$ cat config.mk
export PLATFORM = sky130hd
export DESIGN_NAME = apb_axi_bridge
export DESIGN_NICKNAME = d
export VERILOG_FILES = /design/src/rtl/apb_axi_pkg.sv /design/src/rtl/bridge_timeout_cnt.sv /design/src/rtl/apb_axi_bridge.sv
export SDC_FILE = /design/constraint.sdc
export NUM_CORES = 1
export LEC_CHECK = 0
export ABC_AREA = 0
export BUFFER_PORTS_ARGS = -buffer_cell sky130_fd_sc_hd__buf_2
export CAP_MARGIN = 25
export CORE_ASPECT_RATIO = 2
export CORE_MARGIN = 2
export CORE_UTILIZATION = 45
export DETAILED_ROUTE_END_ITERATION = 10
export GPL_TIMING_DRIVEN = 1
export PLACE_DENSITY = 0.8
export SLEW_MARGIN = 25
export SYNTH_ARGS = -nofsm -noshare
export SYNTH_HDL_FRONTEND = slang
export SYNTH_SLANG_ARGS = --single-unit
export TNS_END_PERCENT = 10
$ cat constraint.sdc
create_clock -name ACLK -period 2.4 [get_ports ACLK]
set_input_delay 0.24 -clock ACLK [delete_from_list [all_inputs] [get_ports ACLK]]
set_output_delay 0.24 -clock ACLK [all_outputs]
set_load 0.01 [all_outputs]
$ cat src/rtl/apb_axi_pkg.sv
// Shared types and AXI response constants for the APB to AXI-Lite bridge.
package apb_axi_pkg;

  typedef enum logic [2:0] {
    IDLE,
    WR_REQ,
    WR_RESP,
    RD_REQ,
    RD_RESP,
    DONE
  } state_e;

  localparam logic [1:0]  RESP_OKAY     = 2'b00;
  localparam logic [1:0]  RESP_SLVERR   = 2'b10;
  localparam logic [31:0] TIMEOUT_RDATA = 32'hDEAD_BEEF;

  // SLVERR and DECERR both carry bit 1; OKAY and EXOKAY do not.
  function automatic logic resp_is_err(input logic [1:0] resp);
    return (resp & RESP_SLVERR) != RESP_OKAY;
  endfunction

endpackage

$ cat src/rtl/bridge_timeout_cnt.sv
// AXI response watchdog for the bridge; only present when APB_AXI_BRIDGE_TIMEOUT_EN is defined.
`ifdef APB_AXI_BRIDGE_TIMEOUT_EN
module bridge_timeout_cnt #(
  parameter int TIMEOUT_CYC = 255
) (
  input  logic ACLK,
  input  logic ARESETn,
  input  logic en_i,
  output logic expire_o
);

  localparam int              CNT_W   = $clog2(TIMEOUT_CYC + 1);
  localparam logic [CNT_W-1:0] CNT_MAX = CNT_W'(TIMEOUT_CYC);

  logic [CNT_W-1:0] cnt_q, cnt_d;

  // Counts busy cycles and restarts from zero whenever the bridge is not busy.
  always_comb begin
    cnt_d = '0;
    if (en_i) begin
      cnt_d = (cnt_q == CNT_MAX) ? cnt_q : cnt_q + 1'b1;
    end
  end

  always_ff @(posedge ACLK or negedge ARESETn) begin
    if (!ARESETn) begin
      cnt_q <= '0;
    end else begin
      cnt_q <= cnt_d;
    end
  end

  assign expire_o = en_i && (cnt_q == CNT_MAX);

endmodule
`endif

$ cat src/rtl/apb_axi_bridge.sv
// APB slave to AXI-Lite master bridge, one transaction at a time, all outputs registered.
// Optional response timeout enabled by defining APB_AXI_BRIDGE_TIMEOUT_EN.
module apb_axi_bridge
  import apb_axi_pkg::*;
#(
  parameter int ADDR_W      = 32,
  parameter int TIMEOUT_CYC = 255
) (
  input  logic              ACLK,
  input  logic              ARESETn,
  input  logic              PSEL,
  input  logic              PENABLE,
  input  logic              PWRITE,
  input  logic [ADDR_W-1:0] PADDR,
  input  logic [31:0]       PWDATA,
  output logic [31:0]       PRDATA,
  output logic              PREADY,
  output logic              PSLVERR,
  output logic [ADDR_W-1:0] AWADDR,
  output logic              AWVALID,
  input  logic              AWREADY,
  output logic [31:0]       WDATA,
  output logic [3:0]        WSTRB,
  output logic              WVALID,
  input  logic              WREADY,
  input  logic [1:0]        BRESP,
  input  logic              BVALID,
  output logic              BREADY,
  output logic [ADDR_W-1:0] ARADDR,
  output logic              ARVALID,
  input  logic              ARREADY,
  input  logic [31:0]       RDATA,
  input  logic [1:0]        RRESP,
  input  logic              RVALID,
  output logic              RREADY
);

  state_e            state_q, state_d;
  logic [ADDR_W-1:0] awaddr_q, awaddr_d, araddr_q, araddr_d;
  logic [31:0]       wdata_q, wdata_d, prdata_q, prdata_d;
  logic              awvalid_q, awvalid_d, wvalid_q, wvalid_d, bready_q, bready_d;
  logic              arvalid_q, arvalid_d, rready_q, rready_d;
  logic              pready_q, pready_d, pslverr_q, pslverr_d;
  logic              aw_pend, w_pend, timeout;

`ifdef APB_AXI_BRIDGE_TIMEOUT_EN
  logic busy;
  assign busy = (state_q == WR_REQ) || (state_q == WR_RESP) ||
                (state_q == RD_REQ) || (state_q == RD_RESP);

  bridge_timeout_cnt #(
    .TIMEOUT_CYC (TIMEOUT_CYC)
  ) u_timeout (
    .ACLK     (ACLK),
    .ARESETn  (ARESETn),
    .en_i     (busy),
    .expire_o (timeout)
  );
`else
  logic unused_tmo_cfg;
  assign unused_tmo_cfg = (TIMEOUT_CYC != 0);
  assign timeout        = 1'b0;
`endif

  // A channel is still pending while its VALID is up and READY has not been seen.
  assign aw_pend = awvalid_q && !AWREADY;
  assign w_pend  = wvalid_q && !WREADY;

  always_comb begin
    state_d   = state_q;
    awaddr_d  = awaddr_q;
    araddr_d  = araddr_q;
    wdata_d   = wdata_q;
    prdata_d  = prdata_q;
    awvalid_d = awvalid_q;
    wvalid_d  = wvalid_q;
    bready_d  = bready_q;
    arvalid_d = arvalid_q;
    rready_d  = rready_q;
    pready_d  = 1'b0;
    pslverr_d = pslverr_q;

    unique case (state_q)
      IDLE: begin
        if (PSEL && !PENABLE) begin
          awaddr_d  = PADDR;
          araddr_d  = PADDR;
          wdata_d   = PWDATA;
          pslverr_d = 1'b0;
          if (PWRITE) begin
            state_d   = WR_REQ;
            awvalid_d = 1'b1;
            wvalid_d  = 1'b1;
          end else begin
            state_d   = RD_REQ;
            arvalid_d = 1'b1;
          end
        end
      end
      WR_REQ: begin
        awvalid_d = aw_pend;
        wvalid_d  = w_pend;
        if (!aw_pend && !w_pend) begin
          state_d  = WR_RESP;
          bready_d = 1'b1;
        end
      end
      WR_RESP: begin
        if (BVALID) begin
          state_d   = DONE;
          bready_d  = 1'b0;
          pslverr_d = resp_is_err(BRESP);
          prdata_d  = '0;
          pready_d  = 1'b1;
        end
      end
      RD_REQ: begin
        if (ARREADY) begin
          state_d   = RD_RESP;
          arvalid_d = 1'b0;
          rready_d  = 1'b1;
        end
      end
      RD_RESP: begin
        if (RVALID) begin
          state_d   = DONE;
          rready_d  = 1'b0;
          pslverr_d = resp_is_err(RRESP);
          prdata_d  = RDATA;
          pready_d  = 1'b1;
        end
      end
      DONE: begin
        state_d = IDLE;
      end
      default: begin
        state_d = IDLE;
      end
    endcase

    // Watchdog expiry abandons the AXI side and completes the APB side with an error.
    if (timeout) begin
      state_d   = DONE;
      awvalid_d = 1'b0;
      wvalid_d  = 1'b0;
      bready_d  = 1'b0;
      arvalid_d = 1'b0;
      rready_d  = 1'b0;
      pready_d  = 1'b1;
      pslverr_d = 1'b1;
      prdata_d  = TIMEOUT_RDATA;
    end
  end

  always_ff @(posedge ACLK or negedge ARESETn) begin
    if (!ARESETn) begin
      state_q   <= IDLE;
      awaddr_q  <= '0;
      araddr_q  <= '0;
      wdata_q   <= '0;
      prdata_q  <= '0;
      awvalid_q <= 1'b0;
      wvalid_q  <= 1'b0;
      bready_q  <= 1'b0;
      arvalid_q <= 1'b0;
      rready_q  <= 1'b0;
      pready_q  <= 1'b0;
      pslverr_q <= 1'b0;
    end else begin
      state_q   <= state_d;
      awaddr_q  <= awaddr_d;
      araddr_q  <= araddr_d;
      wdata_q   <= wdata_d;
      prdata_q  <= prdata_d;
      awvalid_q <= awvalid_d;
      wvalid_q  <= wvalid_d;
      bready_q  <= bready_d;
      arvalid_q <= arvalid_d;
      rready_q  <= rready_d;
      pready_q  <= pready_d;
      pslverr_q <= pslverr_d;
    end
  end

  assign PRDATA  = prdata_q;
  assign PREADY  = pready_q;
  assign PSLVERR = pslverr_q;
  assign AWADDR  = awaddr_q;
  assign AWVALID = awvalid_q;
  assign WDATA   = wdata_q;
  assign WSTRB   = 4'hF;
  assign WVALID  = wvalid_q;
  assign BREADY  = bready_q;
  assign ARADDR  = araddr_q;
  assign ARVALID = arvalid_q;
  assign RREADY  = rready_q;

endmodule

## After elaboration in Yosys (flattened, before gate mapping)

Cells that the tools add are included.

| operators by class | value |
|---|---|
| eq/ne operators | 11 |
| multiplexer cells | 31 |
| reduce and logical (&&, ||, !) cells | 24 |

Operators by type and width:

| kind | number |
|---|---|
| 2-to-1 mux 32 bit | 2 |
| one-hot mux 32 bit (2 select lines) | 1 |
| 2-to-1 mux 3 bit | 5 |
| one-hot mux 3 bit (5 select lines) | 1 |
| 2-to-1 mux 1 bit | 14 |
| inequality test 2 bit, second input constant | 7 |
| one-hot mux 1 bit (2 select lines) | 6 |
| AND reduction 3 bit | 4 |
| nonzero test 2 bit | 5 |
| AND reduction 4 bit | 2 |
| equality test 3 x 2 -> 1 bit, second input constant | 2 |
| logical NOT 1 bit | 5 |
| AND reduction 5 bit | 1 |
| logical AND 1 bit | 4 |
| equality test 3 x 1 -> 1 bit, second input constant | 1 |
| equality test 3 bit, second input constant | 1 |
| logical NOT 3 bit | 1 |
| one-hot mux 1 bit (3 select lines) | 1 |
| nonzero test 3 bit | 1 |
| 2-to-1 mux 2 bit | 1 |
| AND reduction 2 bit | 1 |

| word-level totals | value |
|---|---|
| logic and storage cells | 77 |
| output and inout port bits | 139 |
| input bits | 110 |
| register bits after elaboration | 106 |

## Depth between registers and ports, before layout

| logic depth | value |
|---|---|
| depth in word-level cells | 6 |
| gate-level depth with buffers | 6 |
| gate-level depth less buffers | 4 |

## Worst setup path before layout

OpenSTA, ideal clock, no wires.

| timing path | value |
|---|---|
| kind | register to register |
| from | register state_q[2] |
| to | register araddr_q[0] (netlist: ARADDR[0]) |
| path slack | 625 ps |
| cell stages (with the launch flop) | 5 |
| clock period less this slack | 1775 ps |
| setup time | 125 ps |
| data arrival time | 1650 ps |
| data required time | 2275 ps |
| path buffers | 1 |
| cell sequence | dfrtp_1 > or4b_4 > nor2_8 > buf_6 > mux2_2 |

| on the way | value |
|---|---|
| word-level cells in the longest chain between the ends | 2 |

Ends and longest elaborated chain:

| item | line | RTL |
|---|---|---|
| from (decl) | apb_axi_bridge.sv:38 | `state_e state_q, state_d;` |
| from (signal assigned) | apb_axi_bridge.sv:170 | `state_q <= state_d;` |
| logical NOT 3 bit | apb_axi_bridge.sv:83 | `unique case (state_q)` |
| AND reduction 2 bit (no line) | -- |  |
| to (signal assigned) | apb_axi_bridge.sv:172 | `araddr_q <= araddr_d;` |
| to (decl) | apb_axi_bridge.sv:39 | `logic [ADDR_W-1:0] awaddr_q, awaddr_d, araddr_q, araddr_d;` |

Every way passes these cells.
A chain may end at the register's enable or synchronous reset.

## Worst setup path in the final report

| timing path | value |
|---|---|
| from | register state_q[2] |
| to | register araddr_q[28] (netlist: ARADDR[28]) |

The elaborated chain is that of the path after synthesis.

==> impl_metrics.py <==
metrics = {
    "sta": {
        "max_freq_ghz": 0.509,
        "tightest_slew_ns": 0.643,
        "setup_viol": 0,
        "hold_viol": 0,
        "drv_slew": 0,
        "slew_headroom": 0.571,
        "min_period_ns": 1.97,
        "finClkSkew_ns": 0.00647,
        "rsz0062_at_grt": "no",
        "finalCritPeriodShare": 0.819,
        "setup_tns_ns": 0,
    },
    "detailed_routing": {
        "wl_um": 10400,
        "vias_per_cell": 4.76,
        "dr.pass1.iters": 4,
        "drc": 0,
        "final_antenna_net_count": 0,
        "vias": 3454,
        "wire_per_inst_um": 14.3,
        "drt_iter0_markers": 78,
    },
    "logic_synthesis": {
        "seq_area_frac_synth": 0.589,
        "synth_cell_types": 32,
        "synth_warnings": 0,
        "synth_top_area_cell": "dfrtp_1",
        "postSynthAreaPerCell_um2": 11.9,
        "syn_inst": 379,
        "ys_ff_latch": 106,
        "yosys-top-cells-area": "dfrtp_1 59%, mux2_2 16%, nand2_1 6.2%, buf_4 6.0%, o21ai_0 3.6%",
        "synth_top_area_frac": 0.589,
        "syn_area_um2": 4510,
    },
    "cts": {
        "clkTransAtPathRegs_ns": 0.07,
        "ctsHoldBuffers": 1,
        "postCtsSetupBuffers": 0,
        "cts_resized": 0,
        "cts_root_buf": "clkbuf_16",
        "ctsHtreeMaxLevel": 3,
        "numCtsBuffers": 9,
        "clock-sinks": 106,
        "insertion_delay_ns": 0.34,
        "cts_tree": "built",
        "clk_path_buf_depth": 2,
    },
    "floorplan": {
        "start_util": 0.462,
        "die_area_um2": 10900,
        "io_pins": 249,
        "die_w_um": 74.8,
        "core_um2": 9760,
        "die_h_um": 146,
        "core.rowCount": 51,
    },
    "final_layout": {
        "final_area_um2": 5900,
        "final_cell_mix": "241 x buf_2, 106 x dfrtp_1, 74 x nand2_1, 64 x mux2_2, 32 x o21ai_0",
        "n_fill_cell": 820,
        "mostFrequentLayoutCell": "buf_2",
        "syn_to_final_growth_pct": 30.8,
        "nets": 700,
        "drive_above_1_share": 0.567,
        "finalNonFillerCells": 726,
    },
    "power": {
        "irDropWorstVdd_mv": 0.678,
        "power_mw": 7.50,
        "p_leak_nw": 3.03,
        "p_per_area_nw_per_um2": 1270,
    },
    "global_route": {
        "track_usage": 0.195,
        "grt_pass1_wl_um": 16400,
        "grt_max_degree": 66,
        "grt_pass1_vias": 3464,
        "antenna_found_initial": 1,
        "overflow": 0,
    },
    "placed_design": {
        "dp_cells": 710,
        "place_hpwl_um": 8050,
        "gp_congestion": 0.828,
        "io_buffer_count": 242,
        "place_area_um2": 5600,
    },
    "outcome": {
        "status": "completed",
    },
    "setup_path": {
        "setup.worst_path.class": "register to register",
        "critPathLaunchType": "register",
        "required_ns": 2.62,
        "cp_max_fo": 13,
        "endpoint_kind": "register",
        "worstPathArrival_ns": 2.19,
    },
    "job": {
        "max_cap_viol_count": 0,
    },
    "hold_path": {
        "min_path_type": "input pin to register",
    },
}
[worst max-delay path, cell delays in order (launching register included)]
cell     delay (ns)
dfrtp_1        0.38
or4b_4         0.59
nor2_8         0.26
buf_4          0.27
mux2_2         0.36
[metrics by stage]
stage / hold WS (ns) / setup WS (ns) / util
floorplan: -0.0556 / 0.625 / -
global placement: 0.298 / 0.489 / 0.574
detailed placement: 0.308 / 0.433 / 0.574
CTS: 0.110 / 0.427 / 0.604
global route: 0.109 / 0.370 / 0.604
finish: 0.124 / 0.435 / 0.604
[synth_stat cells]
| master | n |
|---|---|
| o41ai_1 | 1 |
| buf_4 | 36 |
| o32a_1 | 1 |
| conb_1 | 1 |
| nor2_2 | 1 |
| dfrtp_1 | 106 |
| a21o_1 | 1 |
| nand3b_1 | 2 |
| nor2_8 | 1 |
| inv_1 | 6 |
| o21ai_1 | 7 |
| buf_2 | 4 |
| clkbuf_1 | 10 |
| o21ai_0 | 32 |
| buf_6 | 6 |
| o211ai_1 | 1 |
| or2_2 | 1 |
| nor2b_1 | 1 |
| or4b_2 | 1 |
| a22oi_1 | 1 |
| nor4b_1 | 1 |
| mux2_2 | 64 |
| a21oi_1 | 5 |
| o22ai_1 | 1 |
| nor3b_1 | 2 |
| nand2_1 | 74 |
| mux2i_1 | 2 |
| a31oi_1 | 2 |
| nor2_1 | 5 |
| or4b_4 | 1 |
| a211oi_1 | 1 |
| nand2b_1 | 1 |
[routing by layer]
layer,wire (um),part of all wire,vias up,track usage
met5,0,0,-,0
met4,416,0.040,0,0.107
met3,632,0.061,31,0.0402
met2,5540,0.53,180,0.333
met1,3790,0.36,1597,0.218
li1,-,-,1646,-
[final timing paths]
kind                             from    endpoint  slack, ns  cells after the start
setup / recovery           state_q[2]  ARADDR[28]       0.43                      4
hold / removal             PWDATA[23]   WDATA[23]       0.12                      2
setup reg to reg           state_q[2]  ARADDR[28]       0.43                      4
hold reg to reg            PRDATA[19]  PRDATA[19]       0.47                      2
max in group asynchronous     ARESETn   WDATA[27]       1.19                      3
min in group asynchronous     ARESETn  ARADDR[24]       0.46                      2
[report_power, final]
part / switching (mW) / leakage, nW / internal, mW / total (mW)
combinational: 1.64 / 1.57 / 1.47 / 3.11
sequential: 0.427 / 1.32 / 2.55 / 2.97
clock: 0.620 / 0.138 / 0.797 / 1.42
[state kept, by name (all words and copies together), names as in the netlist]
signal,count
ARADDR,32
PRDATA,32
WDATA,32
state_q,3
ARVALID,1
AWVALID,1
BREADY,1
PREADY,1
PSLVERR,1
RREADY,1
WVALID,1
[final cells by class]
class	count	area, um2	area share
Antenna cell	1	2.50	0.000424
Clock buffer	9	225	0.0382
Clock inverter	5	56.3	0.00955
Inverter	6	22.5	0.00382
Multi-Input combinational cell	214	1450	0.246
Sequential cell	106	2650	0.450
Tap cell	132	165	0.0280
Timing Repair Buffer	253	1320	0.224
[cell families after synthesis]
family,count (synthesis),synth area share
flops,106,0.589
simple gates,91,0.0897
compound gates,53,0.0639
mux,66,0.164
buf+inv,62,0.0927
other cells,1,0.000832
(Power assumes the default switching activity.)
